**src/rtl/mod_n_step_counter_pkg.sv**
```systemverilog
// Shared definitions for the modulo-N step counter: synchroniser depth and
// the load clamping helper.
package ctr_pkg;

  // Number of flops in the metastability synchroniser on the raw step input.
  localparam int SYNC_STAGES = 2;

  // Clamp a load value into the legal count range 0..modulus-1.
  function automatic int unsigned clamp_mod(input int unsigned val,
                                            input int unsigned modulus);
    if (val >= modulus) return modulus - 1;
    else return val;
  endfunction

endpackage

```
**src/rtl/mod_n_step_counter_step_edge_detect.sv**
```systemverilog
// Brings the raw step level into the clk domain and turns each rising edge
// of it into a single-cycle step pulse.
module step_edge_detect
  import ctr_pkg::*;
#(
  parameter bit SYNC_EN = 1'b1
) (
  input  logic clk,
  input  logic reset,
  input  logic step_in,
  output logic step_pulse
);

  logic sync_out;
  logic prev_q;

  if (SYNC_EN) begin : g_sync
    logic [SYNC_STAGES-1:0] sync_q;

    // Multi-flop synchroniser for an input asynchronous to clk.
    always_ff @(posedge clk or negedge reset) begin
      if (!reset) sync_q <= '0;
      else        sync_q <= {sync_q[SYNC_STAGES-2:0], step_in};
    end

    assign sync_out = sync_q[SYNC_STAGES-1];
  end else begin : g_nosync
    logic in_q;

    // Input is already synchronous; one register keeps the pulse glitch-free.
    always_ff @(posedge clk or negedge reset) begin
      if (!reset) in_q <= 1'b0;
      else        in_q <= step_in;
    end

    assign sync_out = in_q;
  end

  // Previous synchronised level, cleared by reset so a level held through
  // reset release still produces one pulse.
  always_ff @(posedge clk or negedge reset) begin
    if (!reset) prev_q <= 1'b0;
    else        prev_q <= sync_out;
  end

  assign step_pulse = sync_out & ~prev_q;

endmodule

```
**src/rtl/mod_n_step_counter.sv**
```systemverilog
// Synchronous modulo-MODULUS up/down event counter with clear, clamped load,
// a terminal-count pulse and a toggle-on-wrap status output.
module mod_n_step_counter
  import ctr_pkg::*;
#(
  parameter int WIDTH   = 3,
  parameter int MODULUS = 6,
  parameter bit SYNC_EN = 1'b1
) (
  input  logic             clk,
  input  logic             reset,
  input  logic             step_in,
  input  logic             en,
  input  logic             up_dn,
  input  logic             clr,
  input  logic             load,
  input  logic [WIDTH-1:0] load_val,
  output logic [WIDTH-1:0] count,
  output logic             tc,
  output logic             wrap_tgl
);

  if (MODULUS < 2 || MODULUS > (1 << WIDTH)) begin : g_bad_modulus
    $error("mod_n_step_counter: MODULUS=%0d outside 2..2**WIDTH (WIDTH=%0d)",
           MODULUS, WIDTH);
  end

  localparam logic [WIDTH-1:0] CNT_MAX = WIDTH'(MODULUS - 1);
  localparam logic [WIDTH:0]   CNT_LIM = (WIDTH + 1)'(MODULUS);

  logic             step_pulse;
  logic [WIDTH:0]   inc_x;
  logic [WIDTH:0]   dec_x;
  logic [WIDTH-1:0] count_nxt;
  logic             tc_nxt;
  logic             tgl_nxt;

  step_edge_detect #(
    .SYNC_EN (SYNC_EN)
  ) u_step_edge_detect (
    .clk        (clk),
    .reset      (reset),
    .step_in    (step_in),
    .step_pulse (step_pulse)
  );

  // One extra bit: reaching MODULUS on increment, or a borrow on decrement,
  // marks the wrap without a separate comparator against 0.
  assign inc_x = {1'b0, count} + (WIDTH + 1)'(1);
  assign dec_x = {1'b0, count} - (WIDTH + 1)'(1);

  // Next-state selection: clr beats load beats an enabled step; anything
  // not taken that cycle is dropped rather than deferred.
  always_comb begin
    count_nxt = count;
    tc_nxt    = 1'b0;
    tgl_nxt   = wrap_tgl;
    if (clr) begin
      count_nxt = '0;
    end else if (load) begin
      count_nxt = WIDTH'(clamp_mod(32'(load_val), MODULUS));
    end else if (step_pulse && en) begin
      if (up_dn) begin
        if (inc_x == CNT_LIM) begin
          count_nxt = '0;
          tc_nxt    = 1'b1;
          tgl_nxt   = ~wrap_tgl;
        end else begin
          count_nxt = inc_x[WIDTH-1:0];
        end
      end else begin
        if (dec_x[WIDTH]) begin
          count_nxt = CNT_MAX;
          tc_nxt    = 1'b1;
          tgl_nxt   = ~wrap_tgl;
        end else begin
          count_nxt = dec_x[WIDTH-1:0];
        end
      end
    end
  end

  // Registered count, terminal-count pulse and wrap toggle.
  always_ff @(posedge clk or negedge reset) begin
    if (!reset) begin
      count    <= '0;
      tc       <= 1'b0;
      wrap_tgl <= 1'b0;
    end else begin
      count    <= count_nxt;
      tc       <= tc_nxt;
      wrap_tgl <= tgl_nxt;
    end
  end

endmodule
```
**config.mk**
```make
export PLATFORM = sky130hd
export DESIGN_NAME = mod_n_step_counter
export DESIGN_NICKNAME = d
export VERILOG_FILES = /design/src/rtl/mod_n_step_counter_pkg.sv /design/src/rtl/mod_n_step_counter_step_edge_detect.sv /design/src/rtl/mod_n_step_counter.sv
export SDC_FILE = /design/constraint.sdc
export NUM_CORES = 1
export LEC_CHECK = 0
export ABC_AREA = 1
export CORE_AREA = 2 2 39 41
export CTS_CLUSTER_DIAMETER = 40
export CTS_CLUSTER_SIZE = 20
export DETAILED_ROUTE_END_ITERATION = 6
export DIE_AREA = 0 0 41 43
export PLACE_DENSITY = 0.67
export SETUP_SLACK_MARGIN = 0.5
export SYNTH_ARGS = -nofsm -noshare
export SYNTH_HDL_FRONTEND = slang
export SYNTH_SLANG_ARGS = --single-unit
```
**constraint.sdc**
```tcl
create_clock -name clk -period 1.2 [get_ports clk]
set_input_delay 0.12 -clock clk [delete_from_list [all_inputs] [get_ports clk]]
set_output_delay 0.12 -clock clk [all_outputs]
set_load 0.05 [all_outputs]
```
# [After elaboration in Yosys (flattened, before gate mapping)]
# Index checks and enable logic that the tools add are counted.
[totals] regBits=8 latchBits=0 ram_bits=0 romBits=0 input_bits=10 output_inout_bits=5 elab_cells=35 mem_count=0
[classes] n_addsub=2 n_mul=0 div_mod_pow=0 n_lt_le_gt_ge=1 eq_ne=2 n_shift=0 n_mux=16 bitwise_logic=5 reduce_logical=4
[ops] cell="$mux W3" n=7
[ops] cell="$mux W1" n=9
[ops] cell="$reduce_and A5 Y1" n=1
[ops] cell="$add A3 B1 Y4 const B" n=1
[ops] cell="$eq A4 B3 Y1 const B" n=1
[ops] cell="$not A1 Y1" n=4
[ops] cell="$sub A3 B1 Y4 const B" n=1
[ops] cell="$ge A3 B3 Y1 const B" n=1
[ops] cell="$reduce_bool A3 Y1" n=1
[ops] cell="$ne A2 B1 Y1 const B" n=1
[ops] cell="$reduce_bool A2 Y1" n=1
[ops] cell="$and A1 B1 Y1" n=1
[ops] cell="$logic_and A1 B1 Y1" n=1

# [Logic depth before layout (Yosys ltp)]
# Gate-level depths: netlist of run 1.
[logic_depth] depth_word=7 mapped_depth=11 ltp_nobuf=11

# [Hierarchy]
# From an unflattened synthesis of run 1, not the netlist that was laid out.
[hier_totals] hier_cells=70 area_unflattened_um2=511.7
[by_module_without_submodules] mod="mod_n_step_counter" instances=1 cells_per_inst=65 area_per_inst_um2=426.7 seq_area_each_um2=125.1
[by_module_without_submodules] mod="step_edge_detect" instances=1 cells_per_inst=5 area_per_inst_um2=85.1 seq_area_each_um2=75.1

# [Worst setup path after synthesis of run 1]
# Ideal clock, no wire load.
[synth_path] kind="register -> register" from="register count[0]" to="register count[2]" setup_time_ps=118 arrival_ps=1442 t_required_ps=1082 setup_slack_ps=-361 stages_incl_launch_ff=8 path_buffers=0 synth_period_minus_slack_ps=1561 cell_sequence="dfrtp_1 -> inv_1 -> ha_1 -> xor2_1 -> o21ai_1 -> nand2_1 -> nand3_1 -> nand2_1"
[synth_between] elab_chain_len=7 word_cells_on_any_way=9 cone_classes="add/sub: 2; eq/ne: 1; mux: 6"
[synth_rtl] item="from (decl)" line_no="mod_n_step_counter.sv:18" text="output logic [WIDTH-1:0] count,"
[synth_rtl] item="from (signal assigned)" line_no="mod_n_step_counter.sv:90" text="count <= count_nxt;"
[synth_rtl] item="$add A3 B1 Y4" line_no="mod_n_step_counter.sv:49" text="assign inc_x = {1'b0, count} + (WIDTH + 1)'(1);"
[synth_rtl] item="$eq A4 B3 Y1" line_no="mod_n_step_counter.sv:64" text="if (inc_x == CNT_LIM) begin"
[synth_rtl] item="$mux W3" line_no="mod_n_step_counter.sv:64"
[synth_rtl] item="$mux W3 *" line_no="mod_n_step_counter.sv:63" text="if (up_dn) begin"
[synth_rtl] item="$mux W3 *" line_no="mod_n_step_counter.sv:62" text="end else if (step_pulse && en) begin"
[synth_rtl] item="$mux W3 *" line_no="mod_n_step_counter.sv:60" text="end else if (load) begin"
[synth_rtl] item="$mux W3 *" line_no="mod_n_step_counter.sv:58" text="if (clr) begin"
# Every way passes the cells marked *; elsewhere a longest branch is shown, timed or not. The select of a mux whose other input is x is not followed.
# A chain may end at the register's enable or synchronous reset.

# [Worst setup path after layout of run 1]
[layout_path] from="register count[0]" to="register wrap_tgl"
[layout_between] elab_chain_len=4 word_cells_on_any_way=6 cone_classes="add/sub: 2; eq/ne: 2; reduce/logical: 2"
[layout_rtl] item="$add A3 B1 Y4" line_no="mod_n_step_counter.sv:49"
[layout_rtl] item="$eq A4 B3 Y1" line_no="mod_n_step_counter.sv:64"
[layout_rtl] item="$ne A2 B1 Y1 (no line)"
[layout_rtl] item="$reduce_and A5 Y1 (no line) *"
[layout_rtl] item="to (signal assigned)" line_no="mod_n_step_counter.sv:92" text="wrap_tgl <= tgl_nxt;"
[layout_rtl] item="to (decl)" line_no="mod_n_step_counter.sv:20" text="output logic wrap_tgl"
# Every way passes the cells marked *; elsewhere a longest branch is shown, timed or not.

==> results_tabular.tex, run 1 <==
\begin{tabular}{lr}
\hline
Metric & Value \\
\hline
\multicolumn{2}{l}{\textbf{Synthesis}} \\
\quad Top cells by count, synth & sky130\_fd\_sc\_hd\_\_nand2\_1, sky130\_fd\_sc\_hd\_\_inv\_1, sky130\_fd\_sc\_hd\_\_dfrtp\_1 \\
\quad Async set or reset register ratio after synthesis & 1.00 \\
\quad Post-synth top area cell & sky130\_fd\_sc\_hd\_\_dfrtp\_1 \\
\quad Synthesized instance count & 64 \\
\quad Portion of synthesized cell area occupied by the leading cell type & 0.418 \\
\quad Nets in the synthesized netlist & 77 \\
\quad EDFF count, synth & 0 \\
\quad Synth area leaders & sky130\_fd\_sc\_hd\_\_dfrtp\_1, sky130\_fd\_sc\_hd\_\_nand2\_1, sky130\_fd\_sc\_hd\_\_ha\_1 \\
\quad Most frequently used flop master after synthesis & sky130\_fd\_sc\_hd\_\_dfrtp\_1 \\
\quad Post-synth design cell area & 479 µm² \\
\quad Synth cell types & 17 \\
\quad Total number of yosys warnings & 0 \\
\quad Post-synthesis area per instance & 7.49 µm² \\
\quad Fraction of the yosys area taken by sequential cells & 0.418 \\
\quad Register bit count reported by yosys & 8 \\
\quad Most common cell in the synthesized netlist & sky130\_fd\_sc\_hd\_\_nand2\_1 \\
\multicolumn{2}{l}{\textbf{Pwr}} \\
\quad Overall power after layout & 0.956 mW \\
\quad Leakage power total & 0.413 nW \\
\quad Max rail drop VDD & 0.000791 V \\
\quad Power density normalized to cell area & 1120 nW/µm² \\
\multicolumn{2}{l}{\textbf{Critical path}} \\
\quad Series of cell instances along the critical path & buf\_4, ha\_2, nand3\_2, nand2\_2, buf\_4, nand3b\_1, nand2\_1 \\
\quad Dominant delay contributor by cell family on the critical path & flip-flops \\
\quad Capturing element type of the critical path & register \\
\quad Most repeated library cell on the critical path & sky130\_fd\_sc\_hd\_\_buf\_4 \\
\quad Worst Setup Path Type & register to register \\
\quad Number of buffers and inverters on the critical path & 2 \\
\quad Arrival time at the worst endpoint & 1.44 ns \\
\quad Critical-path maximum fanout & 5 \\
\quad Slowest cell on crit path & sky130\_fd\_sc\_hd\_\_dfrtp\_2 \\
\quad R2r setup slk & -0.11 ns \\
\quad Critical path startpoint category & register \\
\quad Data required time of the critical path & 1.33 ns \\
\quad Delay of the slowest critical-path stage & 0.45 ns \\
\multicolumn{2}{l}{\textbf{Routing}} \\
\quad Post-detailed-route via-to-cell ratio & 4.37 \\
\quad First-pass DRT Iterations & 4 \\
\quad Final routed wirelength across all metal layers & 1060 µm \\
\quad Routed vias & 481 \\
\quad Average detailed-routed wire length per instance & 9.63 µm \\
\quad Number of remaining DRC errors & 0 \\
\quad Initial detailed-routing violation count & 5 \\
\quad Count of nets left with antenna violations after detail routing & 0 \\
\multicolumn{2}{l}{\textbf{Finish}} \\
\quad Final \#Nets & 108 \\
\quad Diode insertion count for antenna repair & 0 \\
\quad Fraction of final layout cells sized beyond drive strength 1 & 0.468 \\
\quad Area growth from synthesis to final layout & 78.1\% \\
\multicolumn{2}{l}{\textbf{STA}} \\
\quad Total negative slack & -0.291 ns \\
\quad Slew at the pin closest to its max-slew limit & 0.338 ns \\
\quad Final setup violation count & 4 \\
\quad Max-slew headroom at the worst pin & 0.774 \\
\quad Hold Fails Final Rpt & 0 \\
\quad Achievable clock frequency & 766 MHz \\
\quad Setup repair after global routing missed its margin & yes \\
\quad Max Slew Vio Count & 0 \\
\quad Clock Skew & 0.00447 ns \\
\quad Minimum period implied by the final worst setup slack & 1.31 ns \\
\quad Period utilization & 1.09 \\
\quad Minimum setup slack in the final design & -0.106 ns \\
\multicolumn{2}{l}{\textbf{GRT}} \\
\quad Wire length of the first global-routing pass & 1730 µm \\
\quad GRT Resource Usage Total & 0.146 \\
\quad Antenna violations before repair & 0 \\
\quad GRT Residual Overflow & 0 \\
\quad Pin count of the biggest net entering global routing & 9 \\
\quad Vias in the first global route & 473 \\
\multicolumn{2}{l}{\textbf{Job}} \\
\quad Max-Cap Viols & 0 \\
\multicolumn{2}{l}{\textbf{Clock tree}} \\
\quad Clock tree from TritonCTS & yes \\
\quad Clock root buffer master & sky130\_fd\_sc\_hd\_\_clkbuf\_4 \\
\quad Maximum root-to-sink buffer count & 2 \\
\quad Clock Sink Count & 8 \\
\quad Latest clock arrival within the worst-skew pair & 0.25 ns \\
\quad Clock buffers created by TritonCTS & 3 \\
\quad Maximum level of the CTS H-tree & 1 \\
\quad Hold\_buf cts & 0 \\
\quad Clock-pin slew of the registers on the worst-case setup and hold paths & 0.05 ns \\
\multicolumn{2}{l}{\textbf{Floorplanning}} \\
\quad Chip height & 43 µm \\
\quad Number of top-level pins & 15 \\
\quad Width of the die & 41 µm \\
\quad Number of rows in the core area & 14 \\
\quad Core outline area & 1380 µm² \\
\quad Effective utilization at floorplan & 0.346 \\
\quad Full die area & 1760 µm² \\
\multicolumn{2}{l}{\textbf{Outcome}} \\
\quad Run status & complete, but fails checks \\
\quad Violations in the final reports & negative setup slack \\
\multicolumn{2}{l}{\textbf{Place}} \\
\quad Weighted congestion reported at the end of routability-driven placement & 0.808 \\
\quad Port-buffer cells & 14 \\
\quad Half-perimeter wire length of the detailed placement result & 803 µm \\
\multicolumn{2}{l}{\textbf{Min path}} \\
\quad Min-delay worst type & input port to asynchronous set/reset pin \\
\hline
\end{tabular}
-- cell families after synthesis --
logic type               synth area share
flip-flops                          0.418
adder cells (fa/ha/maj)            0.0783
XOR/XNOR                           0.0183
AND/OR/NAND/NOR                     0.350
AO/OA/AOI/OAI                      0.0496
buffers and inverters              0.0862
-- final cells by class --
class                   count  area [µm²]
clock buffers               4        26.3
fillers                   126         531
inverters                  11        41.3
multi-input cells          45         275
flip-flops and latches      8         206
well taps                  16        20.0
repair buffers             26         284
-- final timing paths --
check	from	endpoint	cells past startpoint
worst max-delay path	count[0]$_DFFE_PN0P_	wrap_tgl$_DFFE_PN0P_	7
worst min-delay path	reset	u_step_edge_detect.g_sync.sync_q[0]$_DFF_PN0_	1
worst max register to register	count[0]$_DFFE_PN0P_	wrap_tgl$_DFFE_PN0P_	7
worst min register to register	u_step_edge_detect.g_sync.sync_q[0]$_DFF_PN0_	u_step_edge_detect.g_sync.sync_q[1]$_DFF_PN0_	0
max in group asynchronous	reset	tc$_DFF_PN0_	1
min in group clk	step_in	u_step_edge_detect.g_sync.sync_q[0]$_DFF_PN0_	1
-- per-layer routing --
metal / up-vias / track usage / part of all wire
met4: 0 / 0.0400 / 0
met2: 12 / 0.247 / 0.57
met1: 212 / 0.162 / 0.38
met3: 0 / 0.0524 / 0.049
met5: - / 0 / 0
li1: 257 / - / -
-- registers in the layout, indices dropped and copies added, names as in the netlist --
register,flops
u_step_edge_detect.g_sync.sync_q,2
count,3
wrap_tgl,1
u_step_edge_detect.prev_q,1
tc,1
-- metrics by stage --
| step | hold WS, ns | instance area, µm² | std cells | util | setup WS, ns |
|---|---|---|---|---|---|
| 6_report | 0.140 | 853 | 110 | 0.617 | -0.106 |
| 5_1_grt | 0.161 | 853 | 110 | 0.617 | -0.208 |
| 3_3_place_gp | 0.344 | 766 | 103 | 0.553 | -0.135 |
| 2_1_floorplan | -0.176 | 488 | 64 | - | -0.167 |
| 4_1_cts | 0.140 | 823 | 108 | 0.595 | -0.114 |
| 3_5_place_dp | 0.339 | 766 | 103 | 0.553 | -0.155 |
-- report_power, final --
group | switching, mW | internal [mW] | total (mW)
Combinational | 0.200 | 0.208 | 0.408
Sequential | 0.0382 | 0.301 | 0.339
Clock | 0.0830 | 0.127 | 0.210
-- placed cells by master, fill, tap and decap left out --
master                            count
sky130_fd_sc_hd__dfrtp_2              5
sky130_fd_sc_hd__xor2_1               1
sky130_fd_sc_hd__clkbuf_4             3
sky130_fd_sc_hd__o21ai_1              2
sky130_fd_sc_hd__clkdlybuf4s50_1      9
sky130_fd_sc_hd__inv_2                6
sky130_fd_sc_hd__buf_12               5
sky130_fd_sc_hd__a21oi_2              1
sky130_fd_sc_hd__ha_1                 1
sky130_fd_sc_hd__inv_1                5
sky130_fd_sc_hd__ha_4                 1
sky130_fd_sc_hd__nor2_4               1
sky130_fd_sc_hd__nand4_1              1
sky130_fd_sc_hd__dfrtp_1              3
sky130_fd_sc_hd__nor2_2               1
sky130_fd_sc_hd__nand2_1             20
sky130_fd_sc_hd__nor2_1               2
sky130_fd_sc_hd__buf_4               11
sky130_fd_sc_hd__nand3_1              3
sky130_fd_sc_hd__nand2_2              5
sky130_fd_sc_hd__clkbuf_1             1
sky130_fd_sc_hd__buf_6                1
sky130_fd_sc_hd__nand3_2              3
sky130_fd_sc_hd__ha_2                 1
sky130_fd_sc_hd__a21oi_1              1
sky130_fd_sc_hd__nand3b_1             1
-- worst register-to-register path: cells and delay by family (launching register included) --
kind | cells | cell delay (ns)
fa+ha+maj | 1 | 0.18
buf+inv | 2 | 0.28
flops | 1 | 0.45
simple gates | 4 | 0.27
-- timing repair --
| item | CTS | global route |
|---|---|---|
| gates cloned | 0 | 0 |
| pin swaps | 4 | 3 |
| buffers inserted | 1 | 2 |
| gates resized for setup | 7 | 6 |
| endpoints found under the setup margin | 10 | 10 |
No activity file was read; power rests on OpenSTA's default activity.
==> run 2, diff against run 1 <==
Settings changed: GPL_ROUTABILITY_DRIVEN set to 0.
==> results of run 2 <==
The final DEF is identical to that of run 1; final timing and power are the same.
==> run 3, diff against run 2 <==
Settings changed: TNS_END_PERCENT set to 10.
==> run 3 against run 2 <==
Largest cell class is now multi-input combinational cells. Critical path type unchanged. Critical endpoint is now count[1]$_DFFE_PN0P_. Via count increased by 1.5%. The flow still finishes with violations (negative setup slack). Clock skew about the same. Non-clock buffer count decreased by 1. Final cell count shrank 0.91%. Sequential cell count is the same. Power shrank 0.28%. Sequential share of layout area down 0.19 points. Maximum frequency fell by 0.97%.
==> results_tabular.tex, run 3 (synthesis results as in run 1) <==
\begin{tabular}{lr}
\hline
Metric & Value \\
\hline
\multicolumn{2}{l}{\textbf{Outcome}} \\
\quad Run status & complete, but fails checks \\
\quad Violations in the final reports & negative setup slack \\
\multicolumn{2}{l}{\textbf{STA}} \\
\quad Achievable clock frequency & 758 MHz \\
\quad Final setup violation count & 3 \\
\quad Slew at the pin closest to its max-slew limit & 0.337 ns \\
\quad Hold Fails Final Rpt & 0 \\
\quad Minimum setup slack in the final design & -0.119 ns \\
\quad Total negative slack & -0.290 ns \\
\quad Setup repair after global routing missed its margin & yes \\
\quad Minimum period implied by the final worst setup slack & 1.32 ns \\
\quad Clock Skew & 0.00450 ns \\
\quad Max-slew headroom at the worst pin & 0.775 \\
\quad Period utilization & 1.10 \\
\quad Max Slew Vio Count & 0 \\
\multicolumn{2}{l}{\textbf{Place}} \\
\quad Port-buffer cells & 14 \\
\quad Total placed cells including tap cells & 103 \\
\quad Half-perimeter wire length of the detailed placement result & 883 µm \\
\quad Placed Area & 762 µm² \\
\multicolumn{2}{l}{\textbf{Routing}} \\
\quad Routed vias & 488 \\
\quad Initial detailed-routing violation count & 5 \\
\quad Number of remaining DRC errors & 0 \\
\quad Count of nets left with antenna violations after detail routing & 0 \\
\quad Average detailed-routed wire length per instance & 9.81 µm \\
\quad Final routed wirelength across all metal layers & 1070 µm \\
\quad Post-detailed-route via-to-cell ratio & 4.48 \\
\quad First-pass DRT Iterations & 4 \\
\multicolumn{2}{l}{\textbf{Pwr}} \\
\quad Power density normalized to cell area & 1120 nW/µm² \\
\quad Switch share & 0.336 \\
\quad Switching component of the power & 0.320 mW \\
\quad Overall power after layout & 0.954 mW \\
\quad Fraction of power consumed by combinational cells & 0.431 \\
\quad Clk pwr share & 0.218 \\
\quad Internal power component & 0.633 mW \\
\quad Max rail drop VDD & 0.00101 V \\
\quad Flop pwr share & 0.351 \\
\quad Leakage power total & 0.412 nW \\
\multicolumn{2}{l}{\textbf{GRT}} \\
\quad Pin count of the biggest net entering global routing & 9 \\
\quad Vias in the first global route & 479 \\
\quad GRT Residual Overflow & 0 \\
\quad GRT Resource Usage Total & 0.160 \\
\quad Antenna violations before repair & 0 \\
\quad Wire length of the first global-routing pass & 1880 µm \\
\multicolumn{2}{l}{\textbf{Finish}} \\
\quad End-of-flow core utilization & 0.614 \\
\quad Fraction of final layout cells sized beyond drive strength 1 & 0.462 \\
\quad Area growth from synthesis to final layout & 77.3\% \\
\quad Number of cells in the finished layout apart from fillers & 109 \\
\quad Regs by FF count & count: 3 flops, u\_step\_edge\_detect.g\_sync.sync\_q: 2 flops \\
\quad Finished Cell Area & 850 µm² \\
\quad Fillers & 122 \\
\quad Final \#Nets & 107 \\
\quad Max reg flops & 3 \\
\quad Most frequent standard cell in the layout excluding fill and tap cells & sky130\_fd\_sc\_hd\_\_nand2\_1 \\
\quad Register bank with the most flops & count \\
\quad Diode insertion count for antenna repair & 0 \\
\quad Multi-input logic area & 282 µm² \\
\quad Area taken by flip-flops and latches & 204 µm² \\
\quad Leading cell types in the layout, fill and taps excluded & sky130\_fd\_sc\_hd\_\_nand2\_1, sky130\_fd\_sc\_hd\_\_buf\_4, sky130\_fd\_sc\_hd\_\_clkdlybuf4s50\_1 \\
\multicolumn{2}{l}{\textbf{Clock tree}} \\
\quad Clock Sink Count & 8 \\
\quad Clock tree from TritonCTS & yes \\
\quad Latest clock arrival within the worst-skew pair & 0.24 ns \\
\quad Maximum level of the CTS H-tree & 1 \\
\quad Clock root buffer master & sky130\_fd\_sc\_hd\_\_clkbuf\_4 \\
\quad Clock buffers created by TritonCTS & 3 \\
\quad Clock-pin slew of the registers on the worst-case setup and hold paths & 0.05 ns \\
\quad Hold\_buf cts & 0 \\
\quad Maximum root-to-sink buffer count & 2 \\
\multicolumn{2}{l}{\textbf{Floorplanning}} \\
\quad Width of the die & 41 µm \\
\quad Number of top-level pins & 15 \\
\quad Effective utilization at floorplan & 0.346 \\
\quad Chip height & 43 µm \\
\quad Full die area & 1760 µm² \\
\quad Core outline area & 1380 µm² \\
\quad Number of rows in the core area & 14 \\
\multicolumn{2}{l}{\textbf{Critical path}} \\
\quad Capturing element type of the critical path & register \\
\quad Critical path startpoint category & register \\
\quad Critical-path maximum fanout & 4 \\
\quad Arrival time at the worst endpoint & 1.45 ns \\
\quad Data required time of the critical path & 1.34 ns \\
\quad Worst Setup Path Type & register to register \\
\multicolumn{2}{l}{\textbf{Job}} \\
\quad Max-Cap Viols & 0 \\
\multicolumn{2}{l}{\textbf{Min path}} \\
\quad Min-delay worst type & input port to asynchronous set/reset pin \\
\hline
\end{tabular}
run 3: cell types whose count changed in the layout (fill, tap and decap cells not counted):
cell	previous run	this run
sky130_fd_sc_hd__buf_4	11	10
sky130_fd_sc_hd__o21ai_2	0	1
sky130_fd_sc_hd__ha_1	1	0
sky130_fd_sc_hd__o21ai_1	2	1
sky130_fd_sc_hd__dfrtp_1	3	5
sky130_fd_sc_hd__ha_2	1	2
sky130_fd_sc_hd__dfrtp_2	5	3
run 3: area by class of cell:
class / instances / share of cell area
multi-input cells: 45 / 0.331
flip-flops and latches: 8 / 0.240
inverters: 11 / 0.0486
repair buffers: 25 / 0.325
well taps: 16 / 0.0236
clock buffers: 4 / 0.0309
run 3: power by group through the flow:
stage	Clock (mW)	Sequential [mW]	Combinational, mW
after floorplan	0	0.402	0.110
after global placement	0	0.334	0.372
after detailed placement	0	0.334	0.381
after CTS	0.221	0.333	0.394
after global routing	0.235	0.339	0.445
final	0.208	0.335	0.411
run 3: stage by stage:
stage / hold WS (ns) / setup slack (ns)
after floorplan: -0.176 / -0.181
after global placement: 0.335 / -0.114
after detailed placement: 0.343 / -0.158
after CTS: 0.149 / -0.113
after global routing: 0.171 / -0.215
final: 0.142 / -0.119
run 3: routing by layer:
metal | vias to the layer above | routed length [µm] | part of all wire | global-route usage
met3 | 2 | 49 | 0.046 | 0.0524
met1 | 220 | 422 | 0.39 | 0.171
met2 | 12 | 587 | 0.55 | 0.272
met4 | 0 | 9 | 0.0084 | 0.0600
met5 | - | 0 | 0 | 0
li1 | 254 | - | - | -
run 3: final timing paths:
| check | startpoint | to | slack, ns | cells after the start |
|---|---|---|---|---|
| worst max-delay path | count[1]$_DFFE_PN0P_ | count[1]$_DFFE_PN0P_ | -0.12 | 11 |
| worst min-delay path | reset | u_step_edge_detect.g_sync.sync_q[1]$_DFF_PN0_ | 0.14 | 1 |
| worst max register to register | count[1]$_DFFE_PN0P_ | count[1]$_DFFE_PN0P_ | -0.12 | 11 |
| worst min register to register | u_step_edge_detect.g_sync.sync_q[0]$_DFF_PN0_ | u_step_edge_detect.g_sync.sync_q[1]$_DFF_PN0_ | 0.34 | 0 |
| max in group asynchronous | reset | count[2]$_DFFE_PN0P_ | 0.79 | 1 |
| min in group clk | step_in | u_step_edge_detect.g_sync.sync_q[0]$_DFF_PN0_ | 0.33 | 1 |
run 3: repair_timing:
item / in CTS / in global routing
cloned: 0 / 0
gates resized for setup: 7 / 10
pin swaps: 4 / 6
setup buffers: 1 / 1
setup endpoints to repair: 10 / 10
run 3: critical path, cell delays in order (launching register included):
cell and delay [ns]:
sky130_fd_sc_hd__dfrtp_2 0.45, sky130_fd_sc_hd__ha_4 0.18, sky130_fd_sc_hd__inv_2 0.05, sky130_fd_sc_hd__nand2_2 0.05, sky130_fd_sc_hd__nand2_2 0.08, sky130_fd_sc_hd__nand3_2 0.07, sky130_fd_sc_hd__nand2_2 0.09, sky130_fd_sc_hd__nand2_1 0.05
sky130_fd_sc_hd__nand2_1 0.05, sky130_fd_sc_hd__nand2_1 0.04, sky130_fd_sc_hd__nand2_1 0.06, sky130_fd_sc_hd__nand2_1 0.05
